--- src/rtl/pcs_rx_block_sync.sv ---
// pcs_rx_block_sync: 10GBASE-R receive block lock, descramble and XGMII decode.
//   TX_CLK      clock, rising edge
//   rstn_as_i   asynchronous active-low reset
//   rx_blk      66-bit block, [1:0] sync header, [65:2] payload
//   rx_blk_vld  rx_blk valid this cycle
//   slip        one-cycle request to shift the gearbox boundary by one bit
//   RXD/RXC     decoded XGMII data/control, RXVALID marks them valid
//   LOCK        block lock, aligned with the output of the block that changed it
//   bad_sh_cnt  saturating count of invalid headers seen while locked
//   Define PCS_DESCRAMBLE_EN to enable the x^58+x^39+1 descrambler; otherwise
//   the payload passes through unchanged with the same two-cycle latency.
module pcs_rx_block_sync #(
  parameter int LOCK_CNT   = 64,
  parameter int BAD_SH_MAX = 16
) (
  input  logic        TX_CLK,
  input  logic        rstn_as_i,
  input  logic [65:0] rx_blk,
  input  logic        rx_blk_vld,
  output logic        slip,
  output logic [63:0] RXD,
  output logic [7:0]  RXC,
  output logic        RXVALID,
  output logic        LOCK,
  output logic [15:0] bad_sh_cnt
);
  localparam logic [15:0] LC = 16'(LOCK_CNT - 1);
  localparam logic [15:0] BM = 16'(BAD_SH_MAX - 1);
  typedef enum logic [1:0] {HUNT, SLIP, WAIT, LOCKED} state_t;
  state_t st, st_n;
  logic [15:0] cnt, cnt_n, bad, bad_n;
  logic [63:0] dsc, p1;
  logic [1:0]  h1;
  logic        v1, lb1, la1;
  logic [71:0] dec;
  logic        sh_ok;
  assign sh_ok = rx_blk[0] ^ rx_blk[1];
  assign slip  = st == SLIP;
`ifdef PCS_DESCRAMBLE_EN
  logic [57:0] scr, scr_n;
  // Self-synchronous: the received (scrambled) bits feed the state, bit 2 first.
  always_comb begin
    dsc   = '0;
    scr_n = scr;
    for (int i = 0; i < 64; i++) begin
      dsc[i] = rx_blk[i+2] ^ scr_n[38] ^ scr_n[57];
      scr_n  = {scr_n[56:0], rx_blk[i+2]};
    end
  end
  always_ff @(posedge TX_CLK or negedge rstn_as_i)
    if (!rstn_as_i) scr <= '0;
    else if (rx_blk_vld) scr <= scr_n;
`else
  assign dsc = rx_blk[65:2];
`endif
  // cnt is the header run in HUNT, the settle count in WAIT and the window position in LOCKED.
  always_comb begin
    st_n  = st;
    cnt_n = cnt;
    bad_n = bad;
    if (st == SLIP) begin
      st_n  = WAIT;
      cnt_n = '0;
      bad_n = '0;
    end else if (rx_blk_vld) begin
      case (st)
        HUNT:
          if (!sh_ok) st_n = SLIP;
          else if (cnt == LC) begin
            st_n  = LOCKED;
            cnt_n = '0;
            bad_n = '0;
          end else cnt_n = cnt + 16'd1;
        WAIT: begin
          st_n  = cnt == 16'd1 ? HUNT : WAIT;
          cnt_n = cnt == 16'd1 ? 16'd0 : cnt + 16'd1;
        end
        LOCKED:
          if (!sh_ok && bad == BM) st_n = SLIP;
          else begin
            bad_n = cnt == 16'd63 ? 16'd0 : bad + 16'(!sh_ok);
            cnt_n = cnt == 16'd63 ? 16'd0 : cnt + 16'd1;
          end
        default: ;
      endcase
    end
  end
  // Decoded output only when locked both before and after this block.
  always_comb begin
    dec = {8'hFF, {8{8'hFE}}};
    if (!(lb1 && la1)) dec = {8'h11, 64'h0100009C_0100009C};
    else if (h1 == 2'b10) dec = {8'h00, p1};
    else if (h1 == 2'b01)
      dec = p1[7:0] == 8'h1E && p1[63:8] == 56'd0 ? {8'hFF, {8{8'h07}}} :
            p1[7:0] == 8'h78 ? {8'h01, p1[63:8], 8'hFB} :
            p1[7:0] == 8'h87 ? {8'hFF, {7{8'h07}}, 8'hFD} :
            p1[7:0] == 8'hFF ? {8'h80, 8'hFD, p1[63:8]} :
            {8'hFF, {8{8'hFE}}};
  end
  always_ff @(posedge TX_CLK or negedge rstn_as_i)
    if (!rstn_as_i) begin
      st         <= HUNT;
      cnt        <= '0;
      bad        <= '0;
      bad_sh_cnt <= '0;
      v1         <= 1'b0;
      h1         <= '0;
      p1         <= '0;
      lb1        <= 1'b0;
      la1        <= 1'b0;
      RXVALID    <= 1'b0;
      RXD        <= '0;
      RXC        <= '0;
      LOCK       <= 1'b0;
    end else begin
      st  <= st_n;
      cnt <= cnt_n;
      bad <= bad_n;
      if (rx_blk_vld && st == LOCKED && !sh_ok && ~&bad_sh_cnt) bad_sh_cnt <= bad_sh_cnt + 16'd1;
      v1 <= rx_blk_vld;
      if (rx_blk_vld) begin
        h1  <= rx_blk[1:0];
        p1  <= dsc;
        lb1 <= st == LOCKED;
        la1 <= st_n == LOCKED;
      end
      RXVALID <= v1;
      if (v1) begin
        {RXC, RXD} <= dec;
        LOCK       <= la1;
      end
    end
endmodule

--- config.mk ---
export PLATFORM = sky130hd
export DESIGN_NAME = pcs_rx_block_sync
export DESIGN_NICKNAME = d
export VERILOG_FILES = /design/src/rtl/pcs_rx_block_sync.sv
export SDC_FILE = /design/constraint.sdc
export NUM_CORES = 1
export LEC_CHECK = 0
export BUFFER_PORTS_ARGS = -buffer_cell sky130_fd_sc_hd__buf_2
export CAP_MARGIN = 20
export CELL_PAD_IN_SITES_DETAIL_PLACEMENT = 2
export CELL_PAD_IN_SITES_GLOBAL_PLACEMENT = 2
export CORE_UTILIZATION = 32
export DETAILED_ROUTE_END_ITERATION = 8
export GPL_TIMING_DRIVEN = 0
export PLACE_DENSITY_LB_ADDON = 0.1
export SLEW_MARGIN = 25
export SYNTH_ARGS = -nofsm -noshare
export SYNTH_HDL_FRONTEND = slang
export SYNTH_SLANG_ARGS = --single-unit
--- constraint.sdc ---
create_clock -name TX_CLK -period 2.4 [get_ports TX_CLK]
set_clock_uncertainty 0.2 [all_clocks]
set_input_delay 0.48 -clock TX_CLK [delete_from_list [all_inputs] [get_ports TX_CLK]]
set_output_delay 0.48 -clock TX_CLK [all_outputs]
set_load 0.02 [all_outputs]
After elaboration in Yosys (flattened, before gate mapping)
Cells that the tools add are included.

word-level totals
  output and inout bits = 91
  memories = 0
  word-level logic and storage cells = 77
  ROM bits = 0
  bits in latches = 0
  memory bits (writable) = 0
  bits in registers = 193
  input port bits = 69

cells by class
  eq/ne operators = 16
  shift-type cells = 0
  div/mod/pow operators = 0
  multiplexer cells = 28
  add/sub/neg operators = 3
  reduce and logical (&&, ||, !) cells = 16
  order comparisons = 0
  multipliers = 0
  bitwise operators = 1

operator list
  operator                 count
  $mux W72                 5
  $mux W16                 12
  $mux W71                 2
  $logic_not A56 Y1        1
  $pmux W16 S3             1
  $add A16 B1 Y16 const B  2
  $pmux W16 S2             1
  $add A16 B1 Y16          1
  $eq A16 B1 Y1 const B    1
  $eq A16 B4 Y1 const B    1
  $eq A16 B6 Y1 const B    1
  $eq A8 B8 Y1 const B     2
  $reduce_and A16 Y1       1
  $mux W2                  6
  $ne A3 B3 Y1 const B     3
  $eq A2 B2 Y1 const B     4
  $eq A8 B5 Y1 const B     1
  $eq A8 B7 Y1 const B     1
  $logic_and A1 B1 Y1      6
  $pmux W2 S3              1
  $reduce_and A5 Y1        1
  $eq A2 B1 Y1 const B     2
  $reduce_and A4 Y1        1
  $reduce_bool A4 Y1       1
  other kinds (5)          6

Depth between registers and ports, before layout
  depth after elaboration = 8
  depth in mapped cells = 9
  gate-level depth less buffers = 8

Worst setup path before layout
Ideal clock, no wire load.

  kind = register to register
  from = register cnt[11]
  to = register cnt[5]
  library setup time = 126 ps
  clock period less this slack = 2388 ps
  data arrival time = 2062 ps
  path slack = 12 ps
  stages on the path, launching flop included = 8
  buffers on the path = 1
  data required time = 2074 ps
  cell sequence = dfrtp_1 -> or4_4 -> or4_4 -> o21ai_2 -> a22oi_2 -> buf_6 -> a21oi_2 -> o22ai_1

between the ends
  longest elaborated chain between the ends = 6
  elaborated cells between the ends (all ways) = 9
  those cells by class = eq/ne: 2; mux: 7

ends and longest elaborated chain
  what                                RTL line  RTL
  start, declared                     31        logic [15:0] cnt, cnt_n, bad, bad_n;
  start signal, assigned              117       cnt <= cnt_n;
  $eq A16 B6 Y1                       69, 82
  $mux W16                            69, 82
  $mux W16, on equally long branches  79, 68
  $pmux W16 S3 (*)                    66        case (st)
  $mux W16 (*)                        65        end else if (rx_blk_vld) begin
  $mux W16 (*)                        61        if (st == SLIP) begin

Mark *: on every way between the ends. The rest lies on a longest branch, timed or not. The select of a mux whose other input is x is not followed.
A chain may end at the register's enable or synchronous reset.

Final worst setup path
  from = register cnt[7]
  to = register cnt[7]

between the ends
  longest elaborated chain between the ends = 6
  elaborated cells between the ends (all ways) = 10
  those cells by class = add/sub: 1; eq/ne: 2; mux: 7

ends and longest elaborated chain
  what                                                     RTL line
  $add A16 B1 Y16 / $eq A16 B6 Y1 (equally long branches)  -
  $mux W16                                                 69, 82
  $mux W16, on equally long branches                       79, 68
  $pmux W16 S3 (*)                                         66
  $mux W16 (*)                                             65
  $mux W16 (*)                                             61

Marked as above.

==> summary.md <==
| Metric | Value |
|---|---|
| Worst path top cell family by delay | `simple AND/OR/NAND/NOR gates` |
| F_max | `0.400 GHz` |
| Most used cell along the critical path | `or4_4` |
| Vias/cell | `5.54` |
| CTS clk-pin slew, worst paths | `0.08 ns` |
| Synth warnings | `0` |
| TritonCTS Sinks | `189` |
| Worst path slowest cell | `or4_4` |
| FP Rows | `61` |
| Post-synthesis mux area share | `8.69%` |
| Most frequent cells in the layout | `dfrtp_1, buf_2, mux2_2` |
| Area after DPL | `0.0105 mm2` |
| Area leader, netlist | `dfrtp_1` |
| CP endpoint kind | `flop` |
| Hold WS | `0.0576 ns` |
| Post-DR wirelength/cell | `23.6 um` |
| Pwr Density | `823 mW/mm2` |
| Switching Share | `37.2%` |
| Comb pwr share | `26.8%` |
| Largest net degree at the start of global routing | `79` |
| DRC Markers | `0` |
| WS Path Type | `reg -> reg` |
| CTS tree | `done` |
| Largest family of logic cells by synthesized area | `compound AO/OA/AOI/OAI gates` |
| VDD IR-drop max | `0.000461 V` |
| Arr. time, crit path | `2.62 ns` |
| Failing checks | `negative setup slack` |
| First-pass GRT wire length | `53,200 um` |
| Nets | `1,170` |
| Max-slew headroom | `44.8%` |
| Levels on crit path | `7` |
| Post-synthesis sequential area ratio | `51.5%` |
| Remaining antenna violation count | `0` |
| Synth Register Bits | `189` |
| Grt ovf | `0` |
| H-tree depth | `4` |
| Net Switching | `3.70 mW` |
| Fin area | `0.0121 mm2` |
| Hold Fails Final Rpt | `0` |
| MaxCap Viol Count | `0` |
| Area of the multi-input gates | `0.00463 mm2` |
| Initial drt markers | `465` |
| Clock Latency Late Sink | `0.45 ns` |
| Clk buf depth | `2` |
| Global placement routability congestion | `0.794` |
| Core area | `0.0280 mm2` |
| Routed Wire Length | `35,100 um` |
| Final worst-path cycle share | `104%` |
| Sequential cell area | `0.00476 mm2` |
| Die Wd | `171 um` |
| Total power | `9.96 mW` |
| Vias in the first global route | `8,914` |
| TritonCTS Buffers | `17` |
| Ports | `160` |
| Synth Area in XOR/XNOR | `2.48%` |
| HPWL Detailed | `24,600 um` |
| Data required, critical path | `2.52 ns` |
| FF-to-FF path depth | `7` |
| Pins over their slew limit | `0` |
| CP peak stage delay | `0.54 ns` |
| Crit path cell chain | `or4_4 > or4_4 > o21ai_4 > a22oi_2 > buf_4 > nand3_1 > o311ai_1` |
| Die height | `171 um` |
| Area Overhead vs Synth | `31.7%` |
| Starting Density | `32.8%` |
| Leading cell type in the layout, fill and taps excluded | `dfrtp_1` |
| Mapped Avg Cell Area | `10.4 um2` |
| Syn_nets | `954` |
| Cell count after synthesis | `880` |
| Post-route setup slack | `-0.0971 ns` |
| Sequential Power Share | `44.0%` |
| Full die area | `0.0294 mm2` |
| Final setup fails | `31` |
| Compound-Gate Fraction of Synth Area | `21.6%` |
| Synth Area in Adders | `0.681%` |
| Min-Delay Path Class | `in -> reg` |
| Top cells by area, synth | `dfrtp_1, mux2_2, a21oi_1, o22ai_1, o21ai_0` |
| Post-synth ARST share | `100%` |
| Root Buffer | `clkbuf_16` |
| Hold Crit Depth | `2` |
| Drt pass-1 iters | `4` |
| Netlist cell types | `64` |
| CP Launch Type | `flop` |
| GRT Util Overall | `24.2%` |
| Lkg Pwr | `5.22 nW` |
| Port bufs | `159` |
| Worst Max-Slew Pin Slew | `0.828 ns` |
| RSZ-0062 raised after global routing | `true` |
| Most used DFF post-synth | `dfrtp_1` |
| Via count | `8,230` |
| Internal Power | `6.26 mW` |
| Number of diodes | `0` |
| Top-area cell type share of the netlist area | `51.5%` |
| Initial antenna violation count | `0` |
| Fillers | `2,994` |
| Status | `finished, violations left` |
| Clk pwr share | `29.2%` |
| Crit path buffers/inverters | `1` |
| Ratio of cells with drive above 1 in the final layout | `40.0%` |
| Post-Synth Simple-Gate Area | `11.3%` |
| Minimum clock period | `2.50 ns` |
| Post-synthesis cell area | `0.00918 mm2` |
| Crit-path max FO | `5` |
| Post-synth EDFFs | `0` |
[area by class of cell]
class                   instances  area share [%]
well taps                     378            3.91
repair buffers                200            10.2
plain buffers                  54            2.71
clock buffers                  17            3.52
flip-flops and latches        189            39.4
clock inverters                14            1.23
inverters                      24           0.745
multi-input cells             610            38.3
[cells in the mapped netlist (3+ instances only)]
library cell	instances
o2bb2ai_1	4
buf_2	4
a31o_2	3
nand3_1	22
nor2b_1	3
nor3_1	4
nand2b_1	4
dfrtp_1	189
or4_1	5
a31oi_1	14
a221oi_1	7
o22ai_1	52
o21ai_0	60
buf_4	6
o32ai_1	6
xnor2_1	22
nor4b_1	3
xor2_1	4
nand2_1	45
a211oi_1	10
or2_2	5
or3_1	5
o21a_1	38
inv_1	22
clkbuf_1	45
nor2_1	45
a21oi_1	70
o211ai_1	5
mux2_2	70
a21o_1	12
nor4_1	21
nand4_1	18
a22o_1	3
and3_1	8
o21ai_1	4
ha_1	5
[flip-flops by register name, summed over array words and instances, names as in the netlist]
register,cells
RXC,4
RXD,64
LOCK,1
la1,1
v1,1
st,2
bad_sh_cnt,16
bad,16
RXVALID,1
lb1,1
h1,2
cnt,16
p1,64
[power by group through the flow]
| stage | clock network, mW | logic, mW | registers (mW) |
|---|---|---|---|
| finish | 2.91 | 2.67 | 4.38 |
| global route | 3.07 | 2.92 | 4.46 |
| CTS | 2.97 | 2.57 | 4.36 |
| detailed placement | 0 | 2.37 | 4.37 |
| global placement | 0 | 2.28 | 4.36 |
| floorplan | 0 | 1.18 | 4.49 |
[repair_timing]
| item | CTS | global route |
|---|---|---|
| setup buffers | 20 | 13 |
| hold buffers | 2 | 0 |
| pin swaps | 32 | 20 |
| setup endpoints to repair | 107 | 102 |
| gates cloned | 1 | 3 |
| gates resized for setup | 105 | 68 |
| hold endpoints to repair | 59 | 0 |
[path summary, 6_finish.rpt]
kind	slack, ns	startpoint	end
min reg2reg	0.28	RXD[49]	RXD[49]
min in group asynchronous	0.37	rstn_as_i	RXD[22]
max reg2reg	-0.1	cnt[7]	cnt[7]
min	0.06	rx_blk[17]	p1[15]
max	-0.1	cnt[7]	cnt[7]
max in group asynchronous	0.82	rstn_as_i	cnt[6]
[metrics by stage]
stage	setup slack [ns]	TNS, ns	cells	utilization [%]
floorplan	0.0125	0	880	-
global placement	-2.78	-566.47	1417	37.3
detailed placement	-0.822	-48.39	1419	37.5
CTS	-0.112	-2.34	1472	41.7
global route	-0.184	-4.59	1486	43.2
finish	-0.0971	-1.91	1486	43.2
[routing by layer]
layer / global-route usage [%] / up-vias / wire, um
li1: - / 3732 / -
met1: 30.2 / 4305 / 15100
met2: 42.7 / 151 / 18200
met3: 4.00 / 42 / 1080
met4: 7.14 / 0 / 720
met5: 0 / - / 0
[cell families (layout without fill, tap and decap cells)]
group | count (synthesis) | after routing
muxes | 71 | 71
AOI/OAI and AO/OA | 310 | 310
xor gates and xnor gates | 26 | 26
and+or+nand+nor | 198 | 198
adders and majority gates | 5 | 5
DFF | 189 | 189
buffers and inverters | 81 | 309
No activity file was read; power rests on OpenSTA's default activity.
